===== src/rtl/encoder4to2_hs.sv =====
// Sequential 4-to-2 encoder: latches request lines into a pending register and drains them one index per valid/ready transfer.
// Define ENCODER_RR_EN for round-robin search order; the default build uses fixed highest-index priority. Only N=4, AW=2 is supported.
`timescale 1ns/1ps

module encoder4to2_hs #(
  parameter int N  = 4,
  parameter int AW = 2
) (
  input  logic          clk,
  input  logic          rst_n,
  input  logic [N-1:0]  D,
  input  logic          E,
  input  logic          ready,
  output logic [AW-1:0] A,
  output logic          V,
  output logic          busy,
  output logic          ovf
);

  // Handshake: A is presented while V=1 and holds until an edge with V=1 && ready=1;
  // the output register reloads whenever it is empty (V=0) or being drained (ready=1).
  logic [N-1:0]  pend;
  logic [N-1:0]  clr;
  logic [N-1:0]  cap;
  logic [AW-1:0] sel;
  logic          load;

`ifdef ENCODER_RR_EN
  logic [AW-1:0] rr_ptr;
  logic [AW-1:0] rr_idx;
  logic          rr_found;

  // Search starts one past the last grant; AW-bit arithmetic wraps modulo N.
  always_comb begin
    sel      = '0;
    rr_idx   = '0;
    rr_found = 1'b0;
    for (int i = 1; i <= N; i++) begin
      rr_idx = rr_ptr + AW'(i);
      if (!rr_found && pend[rr_idx]) begin
        sel      = rr_idx;
        rr_found = 1'b1;
      end
    end
  end

  always_ff @(posedge clk or negedge rst_n) begin
    if (!rst_n) begin
      rr_ptr <= AW'(N - 1);
    end else if (load && (|pend)) begin
      rr_ptr <= sel;
    end
  end
`else
  // Ascending scan lets the highest set index win.
  always_comb begin
    sel = '0;
    for (int i = 0; i < N; i++) begin
      if (pend[i]) sel = AW'(i);
    end
  end
`endif

  assign load = !V || ready;
  assign clr  = (load && (|pend)) ? (N'(1) << sel) : '0;
  assign cap  = E ? D : '0;
  assign busy = (|pend) | V;

  always_ff @(posedge clk or negedge rst_n) begin
    if (!rst_n) begin
      pend <= '0;
      A    <= '0;
      V    <= 1'b0;
      ovf  <= 1'b0;
    end else begin
      // Capture is OR'ed after the clear so a re-request in its grant cycle survives.
      pend <= (pend & ~clr) | cap;
      if (|(cap & pend & ~clr)) ovf <= 1'b1;
      if (load) begin
        if (|pend) begin
          A <= sel;
          V <= 1'b1;
        end else begin
          V <= 1'b0;
        end
      end
    end
  end

endmodule

===== config.mk =====
export PLATFORM = sky130hd
export DESIGN_NAME = encoder4to2_hs
export DESIGN_NICKNAME = d
export VERILOG_FILES = /design/src/rtl/encoder4to2_hs.sv
export SDC_FILE = /design/constraint.sdc
export NUM_CORES = 1
export LEC_CHECK = 0
export BUFFER_PORTS_ARGS = -buffer_cell sky130_fd_sc_hd__buf_2
export CAP_MARGIN = 20
export CORE_AREA = 5 5 42 44
export CTS_CLUSTER_SIZE = 30
export DETAILED_ROUTE_END_ITERATION = 6
export DIE_AREA = 0 0 47 49
export GPL_TIMING_DRIVEN = 1
export PLACE_DENSITY = 0.52
export SLEW_MARGIN = 20
export SYNTH_ARGS = -nofsm -noshare
export SYNTH_HDL_FRONTEND = slang
export SYNTH_SLANG_ARGS = --single-unit

===== constraint.sdc =====
create_clock -name clk -period 1.55 [get_ports clk]
set_input_delay 0 -clock clk [delete_from_list [all_inputs] [get_ports clk]]
set_output_delay 0 -clock clk [all_outputs]
set_load 0.03 [all_outputs]

==> out/results.ini, run 1 <==
[status]
outcome=finished, final reports clean

[synth]
seq_area_frac_synth=0.5047
synth_cells=41
yosysUniqueCellTypes=20
netlist_area_sq_um=396.6
yosysWarnings=0
synth_area_per_cell_sq_um=9.674
ys_ff_latch=8
syn_nets=49

[sta]
tns_ps=0
worst_hold_slack_ps=26.64
fmax_mhz=660.2
rsz0062_at_grt=no
worst_clock_skew_ps=1.286
worst_pin_slew_ps=254.3
maxSlewViolCount=0
finalCritPeriodShare=0.9772
slew-limit-headroom=0.8290
setup_viol=0
min_period_ps=1515
final-hold-violation-count=0

[final_layout]
nets=70
diodes=0
multi_input_area_sq_um=178.9
layout_commonest_cell=buf_2
final_core_util=0.3920
flow.area_growth_from_synthesis_pct=38.49
drive_gt1_frac=0.3333
final_cell_count_no_fill=76
layout_common_cells=buf_2, nand2_1, dfrtp_1
final-seq-area_sq_um=200.2
fin_area_sq_um=549.3
fillers=145

[floorplan]
die-height_um=49
initial_core_util=0.2830
dieWidth_um=47
core_sq_um=1401
rows=14
dieArea_sq_um=2303
io_pins=13

[grt]
grt_first_pass_wirelength_um=1566
groute.usage.overall=0.09723
grt_pass1_vias=373
grt_overflow=0
grt_max_degree=12
antenna_found_initial=0

[pwr]
p_switching_mw=0.1713
intPower_mw=0.3803
powerDensity_nw_per_um2=1004
combPwrFrac=0.232
seqPwrFrac=0.470
clock_power_share=0.298
switching_share=0.3105
vdd_drop_max_v=0.0002956
p_leak_nw=0.2388

[setup_path]
slowest_delay_ps=410
crit_arrival_ps=1510
cp_max_fo=7
crit_type=reg -> out
end_kind=primary output
ff2ff_path_depth=4
cp_cell_sequence=or2_4, or4_4, buf_4
cp-start-kind=register
crit_required_ps=1550
cpMaxStageDelayCell=or4_4
r2r_start=V
r2r_slack_ps=310
critPathTopFamily=simple AND/OR/NAND/NOR gates
rr_endpoint=ovf
cp_num_buf_inv=1

[drt]
wl_per_cell_um=11.89
detailroute.via_count=360
drt_wl_total_um=904
firstDrtPassIters=4
ant_nets=0
drc=0
viasPerCell=4.737
drt-initial-drc-count=3

[hold_path]
whs_endpoint=pend[2]
hold_path.class=in -> reg
holdPathStages=3
worst_hold_startpoint=E

[clock_tree]
cts_made_buffers=3
htree_num_levels=1
clkSlewWorstSetupHoldPaths_ps=60
cts_root_buffer=clkbuf_4
clk_latency_ps=250
cts_sinks=8
clk_path_buf_depth=2
cts_tree=built

[placement]
dp_hpwl_um=637.8
io_buffers=12
postPlaceCellArea_sq_um=464.2
gp_congestion=0.7410
placedCellCount=67

[flow_run]
maxCapViolations=0

[power groups by stage]
stage          combinational [mW]  sequential (mW)  clock (mW)
6_report                    0.128            0.259       0.164
5_1_grt                     0.142            0.266       0.177
4_1_cts                     0.130            0.259       0.170
3_5_place_dp                0.111            0.264           0
3_3_place_gp                0.112            0.264           0
2_1_floorplan              0.0607            0.281           0
[worst max-delay path by stage]
stage	startpoint	endpoint	slack, ps	depth (start not counted)
floorplan	V	A[0]	280	4
global placement	pend[3]	busy	240	3
detailed placement	pend[3]	busy	220	3
CTS	pend[2]	busy	7	3
global route	pend[2]	busy	6	3
finish	pend[2]	busy	40	3
[cells by family after synthesis]
logic type,Yosys count,share of synthesized area
buffers and inverters,3,0.05045
DFF,8,0.5047
AOI/OAI and AO/OA,11,0.1924
and+or+nand+nor,18,0.2272
muxes,1,0.02524
[synthesized netlist by cell type]
| cell | n | area [sq um] |
|---|---|---|
| nor2b_1 | 2 | 12.51 |
| and3_1 | 1 | 6.260 |
| a21oi_1 | 1 | 5.000 |
| nand4_1 | 1 | 6.260 |
| o2111ai_1 | 2 | 17.52 |
| dfrtp_1 | 8 | 200.2 |
| o31ai_1 | 2 | 15.01 |
| buf_2 | 1 | 5.000 |
| or4_4 | 1 | 11.26 |
| o21ai_1 | 2 | 10.01 |
| a41oi_1 | 1 | 8.760 |
| buf_6 | 1 | 11.26 |
| clkbuf_1 | 1 | 3.750 |
| mux2i_1 | 1 | 10.01 |
| a22o_2 | 1 | 10.01 |
| nand2b_1 | 1 | 6.260 |
| or2_1 | 1 | 6.260 |
| o21ai_0 | 2 | 10.01 |
| nor2_1 | 2 | 7.510 |
| nand2_1 | 9 | 33.78 |
[routing by layer]
metal,GRT usage,wire (um),part of all wire
met5,0,0,0
met4,0.08295,12,0.013
met3,0.02214,61,0.067
met2,0.1267,413,0.46
met1,0.1284,416,0.46
[worst register-to-register path, delay by kind of cell, from the launching register on]
family                 cells  cell delay (ps)
DFF                        1              400
AOI/OAI and AO/OA          1              280
and+or+nand+nor            2              260
buffers and inverters      1              160
[stage by stage]
step	power [mW]	worst slack [ps]
4_1_cts	0.5595	6.602
5_1_grt	0.5844	5.968
2_1_floorplan	0.3419	278.3
3_3_place_gp	0.3756	238.4
6_report	0.5516	35.40
3_5_place_dp	0.3757	220.3
[flip-flops by register name, indices dropped and copies added, names as in the netlist]
register,flops
ovf,1
V,1
pend,4
A,2
[layout make-up]
class | instances | area share
sequential | 8 | 0.3645
multi-input combinational | 30 | 0.3257
timing repair buffer | 19 | 0.2323
clock buffer | 3 | 0.04100
tap | 16 | 0.03645
[what timing repair did]
action | in CTS | in global routing
endpoints found under the setup margin | 1 | 1
hold buffers | 5 | 0
endpoints found under the hold margin | 12 | 0
cloned | 0 | 0
pin swaps | 0 | 1
buffers inserted | 1 | 0
resized for setup | 1 | 2
No activity file was read; power rests on OpenSTA's default activity.
==> run 2, diff against run 1 <==
--- a/config.mk
+++ b/config.mk
@@ -13,6 +13,7 @@
 export DIE_AREA = 0 0 47 49
 export GPL_TIMING_DRIVEN = 1
 export PLACE_DENSITY = 0.52
+export REMOVE_ABC_BUFFERS = 1
 export SLEW_MARGIN = 20
 export SYNTH_ARGS = -nofsm -noshare
 export SYNTH_HDL_FRONTEND = slang
==> out/results.ini, run 2 (synthesis results as in run 1) <==
[placement]
gp_congestion=0.7296
dp_hpwl_um=651
io_buffers=12
post-place-ws_ps=216.6

[drt]
detailroute.via_count=379
drt-initial-drc-count=6
drc=0
viasPerCell=4.922
ant_nets=0
firstDrtPassIters=3
drt_wl_total_um=944
wl_per_cell_um=12.26

[grt]
grt_pass1_vias=365
grt_first_pass_wirelength_um=1587
busiest_layer=met2
grtUsageMet3=0.03321
antenna_found_initial=0
grt_overflow=0
grt.met1_usage=0.1236
grtUsageMet2=0.1312
grt_max_degree=12
groute.usage.overall=0.09929

[setup_path]
cp_num_buf_inv=1
r2r_slack_ps=300
crit_type=reg -> out
crit_required_ps=1550
slowest_delay_ps=400
r2r_start=pend[2]
cpMaxStageDelayCell=dfrtp_1
cp-start-kind=register
cp_max_fo=5
end_kind=primary output
cp_cell_sequence=or2_4, or4_4, buf_4
critPathTopFamily=simple AND/OR/NAND/NOR gates
rr_endpoint=ovf
crit_arrival_ps=1500
ff2ff_path_depth=4

[flow_run]
maxCapViolations=0

[clock_tree]
cts_sinks=8
clk_path_buf_depth=2
clkSlewWorstSetupHoldPaths_ps=60
cts_root_buffer=clkbuf_4
cts_tree=built
clk_latency_ps=260
htree_num_levels=1
cts_made_buffers=3

[floorplan]
initial_core_util=0.2830
io_pins=13
die-height_um=49
core_sq_um=1401
dieArea_sq_um=2303
dieWidth_um=47
rows=14

[status]
outcome=finished, final reports clean

[sta]
worst_pin_slew_ps=214.5
fmax_mhz=665.9
finalCritPeriodShare=0.9688
rsz0062_at_grt=no
worst_hold_slack_ps=27.88
slew-limit-headroom=0.8570
worst_clock_skew_ps=2.003
tns_ps=0
min_period_ps=1502
final-hold-violation-count=0
setup_viol=0
maxSlewViolCount=0
fin_ws_ps=48.31

[final_layout]
layout_common_cells=buf_2, nand2_1, dfrtp_1
top_register=pend
nets=71
top_regs=pend (4), A (2)
layout_commonest_cell=buf_2
drive_gt1_frac=0.3443
diodes=0
fillers=153
flow.area_growth_from_synthesis_pct=40.38
largest_register_ffs=4

[hold_path]
whs_endpoint=pend[1]
hold_path.class=in -> reg
holdPathStages=3
worst_hold_startpoint=E

[pwr]
powerDensity_nw_per_um2=999.1
p_total_mw=0.5563
vdd_drop_max_v=0.0003596
p_leak_nw=0.2433

==> run 2: timing repair <==
action / in CTS / in global routing
hold buffers: 5 / 0
buffers inserted: 1 / 1
gates resized for setup: 1 / 2
endpoints found under the setup margin: 1 / 1
endpoints found under the hold margin: 12 / 0
pin swaps: 0 / 1
==> run 2: routing by layer <==
metal,vias up,part of all wire,routed length [um]
li1,188,-,-
met1,175,0.46,435
met2,11,0.44,411
met3,5,0.061,58
met4,0,0.040,38
met5,-,0,0
==> run 2: report_power, final <==
part           switching, mW  leakage (nW)  internal (mW)
Sequential            0.0245        0.0844          0.235
Combinational         0.0727         0.145         0.0607
Clock                 0.0749        0.0138         0.0889
Total                  0.172         0.243          0.384
==> run 2: stage by stage <==
step | instances | util | cell area (sq um)
after floorplan | 38 | - | 376.6
after global placement | 67 | 0.3313 | 464.2
after detailed placement | 67 | 0.3313 | 464.2
after CTS | 76 | 0.3902 | 546.8
after global routing | 77 | 0.3973 | 556.8
final | 77 | 0.3973 | 556.8
==> run 2: layout make-up <==
class,instances,area [sq um],share of cell area
Sequential cell,8,200.2,0.3596
Clock buffer,3,22.52,0.04045
Multi-Input combinational cell,30,178.9,0.3213
Timing Repair Buffer,20,135.1,0.2427
Tap cell,16,20.02,0.03596
==> run 2: worst max-delay path by stage <==
| stage | to | slack, ps | startpoint | cells after the start |
|---|---|---|---|---|
| 2_1_floorplan | A[0] | 110 | V | 3 |
| 3_3_place_gp | busy | 240 | pend[3] | 3 |
| 3_5_place_dp | busy | 220 | pend[3] | 3 |
| 4_1_cts | busy | 3 | pend[2] | 3 |
| 5_1_grt | busy | 10 | pend[3] | 3 |
| 6_report | busy | 50 | pend[2] | 3 |
==> run 2: tightest hold or removal path, cell delays in order <==
cell	delay, ps
buf_2	140
nand2_1	70
nand2_1	40
==> run 3, diff against run 2 <==
--- a/config.mk
+++ b/config.mk
@@ -8,10 +8,12 @@
 export BUFFER_PORTS_ARGS = -buffer_cell sky130_fd_sc_hd__buf_2
 export CAP_MARGIN = 20
 export CORE_AREA = 5 5 42 44
+export CTS_BUF_LIST = sky130_fd_sc_hd__clkbuf_16
 export CTS_CLUSTER_SIZE = 30
 export DETAILED_ROUTE_END_ITERATION = 6
 export DIE_AREA = 0 0 47 49
 export GPL_TIMING_DRIVEN = 1
+export HOLD_SLACK_MARGIN = 0.03
 export PLACE_DENSITY = 0.52
 export REMOVE_ABC_BUFFERS = 1
 export SLEW_MARGIN = 20
==> out/results.ini, run 3 (synthesis results as in run 1) <==
[final_layout]
flow.area_growth_from_synthesis_pct=50.16
diodes=0
largest_register_ffs=4
top_regs=pend (4), A (2)
layout_common_cells=buf_2, nand2_1, dfrtp_1
nets=69
layout_commonest_cell=buf_2
top_register=pend
fillers=145
fin_area_sq_um=595.6
drive_gt1_frac=0.3390

[pwr]
vdd_drop_max_v=0.0007178
p_switching_mw=0.1990
p_leak_nw=0.2557
combPwrFrac=0.150
clock_power_share=0.530
switching_share=0.2421
intPower_mw=0.6227
powerDensity_nw_per_um2=1380
seqPwrFrac=0.320

[grt]
grt_pass1_vias=367
grt_max_degree=12
grt_overflow=0
groute.usage.overall=0.1057
antenna_found_initial=0
grt_first_pass_wirelength_um=1614

[floorplan]
initial_core_util=0.2830
core_sq_um=1401
dieWidth_um=47
dieArea_sq_um=2303
io_pins=13
rows=14
die-height_um=49

[clock_tree]
cts_sinks=8
clk_latency_ps=230
clkSlewWorstSetupHoldPaths_ps=40
post_cts_buffers=0
cts_tree=built
clk_path_buf_depth=2
cts_made_buffers=3
cts_root_buffer=clkbuf_16
htree_num_levels=1

[sta]
tns_ps=0
min_period_ps=1519
final-hold-violation-count=0
worst_pin_slew_ps=198.6
fmax_mhz=658.3
maxSlewViolCount=0
setup_viol=0
worst_clock_skew_ps=0.3885
rsz0062_at_grt=no
finalCritPeriodShare=0.9800
slew-limit-headroom=0.8665

[setup_path]
end_kind=primary output
crit_required_ps=1550
cp-start-kind=register
crit_type=reg -> out
cp_max_fo=7
crit_arrival_ps=1520

[drt]
detailroute.via_count=376
drt-initial-drc-count=4
viasPerCell=5.013
ant_nets=0
firstDrtPassIters=4
drt_wl_total_um=954
drc=0
wl_per_cell_um=12.72

[placement]
gp_congestion=0.7296
postPlaceCellArea_sq_um=464.2
dp_hpwl_um=651
io_buffers=12

[flow_run]
maxCapViolations=0

[status]
outcome=finished, final reports clean

[hold_path]
hold_path.class=in -> reg

-- run 3: cell types whose count changed in the layout (fill, tap and decap cells not counted) --
cell,before,now
dfrtp_2,0,1
clkbuf_16,0,3
buf_4,4,2
dfrtp_1,8,7
clkbuf_4,3,0
-- run 3: path summary, 6_finish.rpt --
| kind | from | endpoint | slack [ps] | cells past startpoint |
|---|---|---|---|---|
| max | pend[3] | busy | 30 | 3 |
| min | E | pend[2] | 50 | 3 |
| max reg2reg | V | ovf | 340 | 4 |
| min reg2reg | A[1] | A[1] | 490 | 2 |
| max in group asynchronous | rst_n | pend[3] | 1220 | 2 |
| min in group asynchronous | rst_n | A[0] | 140 | 2 |
-- run 3: through the flow --
step	hold slack, ps	cells	setup WS, ps	power (mW)	util
2_1_floorplan	-295.6	38	111.7	0.3308	-
3_3_place_gp	-142.9	67	240.5	0.3773	0.3313
3_5_place_dp	-140.7	67	216.6	0.3769	0.3313
4_1_cts	50.99	75	19.37	0.8350	0.4223
5_1_grt	74.11	75	5.317	0.8615	0.4250
6_report	54.67	75	31.03	0.8217	0.4250
-- run 3: area by class of cell --
class                      instances  area (sq um)  share of cell area
clock buffer                       3         75.07              0.1261
multi-input combinational         30         178.9              0.3004
sequential                         8         201.4              0.3382
tap                               16         20.02             0.03361
timing repair buffer              18         120.1              0.2017
-- run 3: per-layer routing --
layer,vias up,share of wire,GRT usage
met2,13,0.44,0.1312
met1,174,0.43,0.1236
met5,-,0,0
met4,0,0.048,0.1106
met3,5,0.075,0.04428
li1,184,-,-
-- run 3: power by group through the flow --
| stage | clock network, mW | registers (mW) | logic (mW) |
|---|---|---|---|
| 3_3_place_gp | 0 | 0.265 | 0.112 |
| 4_1_cts | 0.448 | 0.262 | 0.125 |
| 6_report | 0.436 | 0.263 | 0.123 |
| 5_1_grt | 0.455 | 0.268 | 0.138 |
| 2_1_floorplan | 0 | 0.281 | 0.0496 |
| 3_5_place_dp | 0 | 0.265 | 0.112 |
-- run 3: critical path, cell delays in order (launching register included) --
cell,delay (ps)
dfrtp_2,430
or2_4,270
or4_4,410
buf_4,180
-- run 3: what timing repair did --
action | 4_1_cts | 5_1_grt
gates resized for setup | 1 | 3
endpoints found under the hold margin | 12 | 0
endpoints found under the setup margin | 1 | 1
hold buffers | 5 | 0
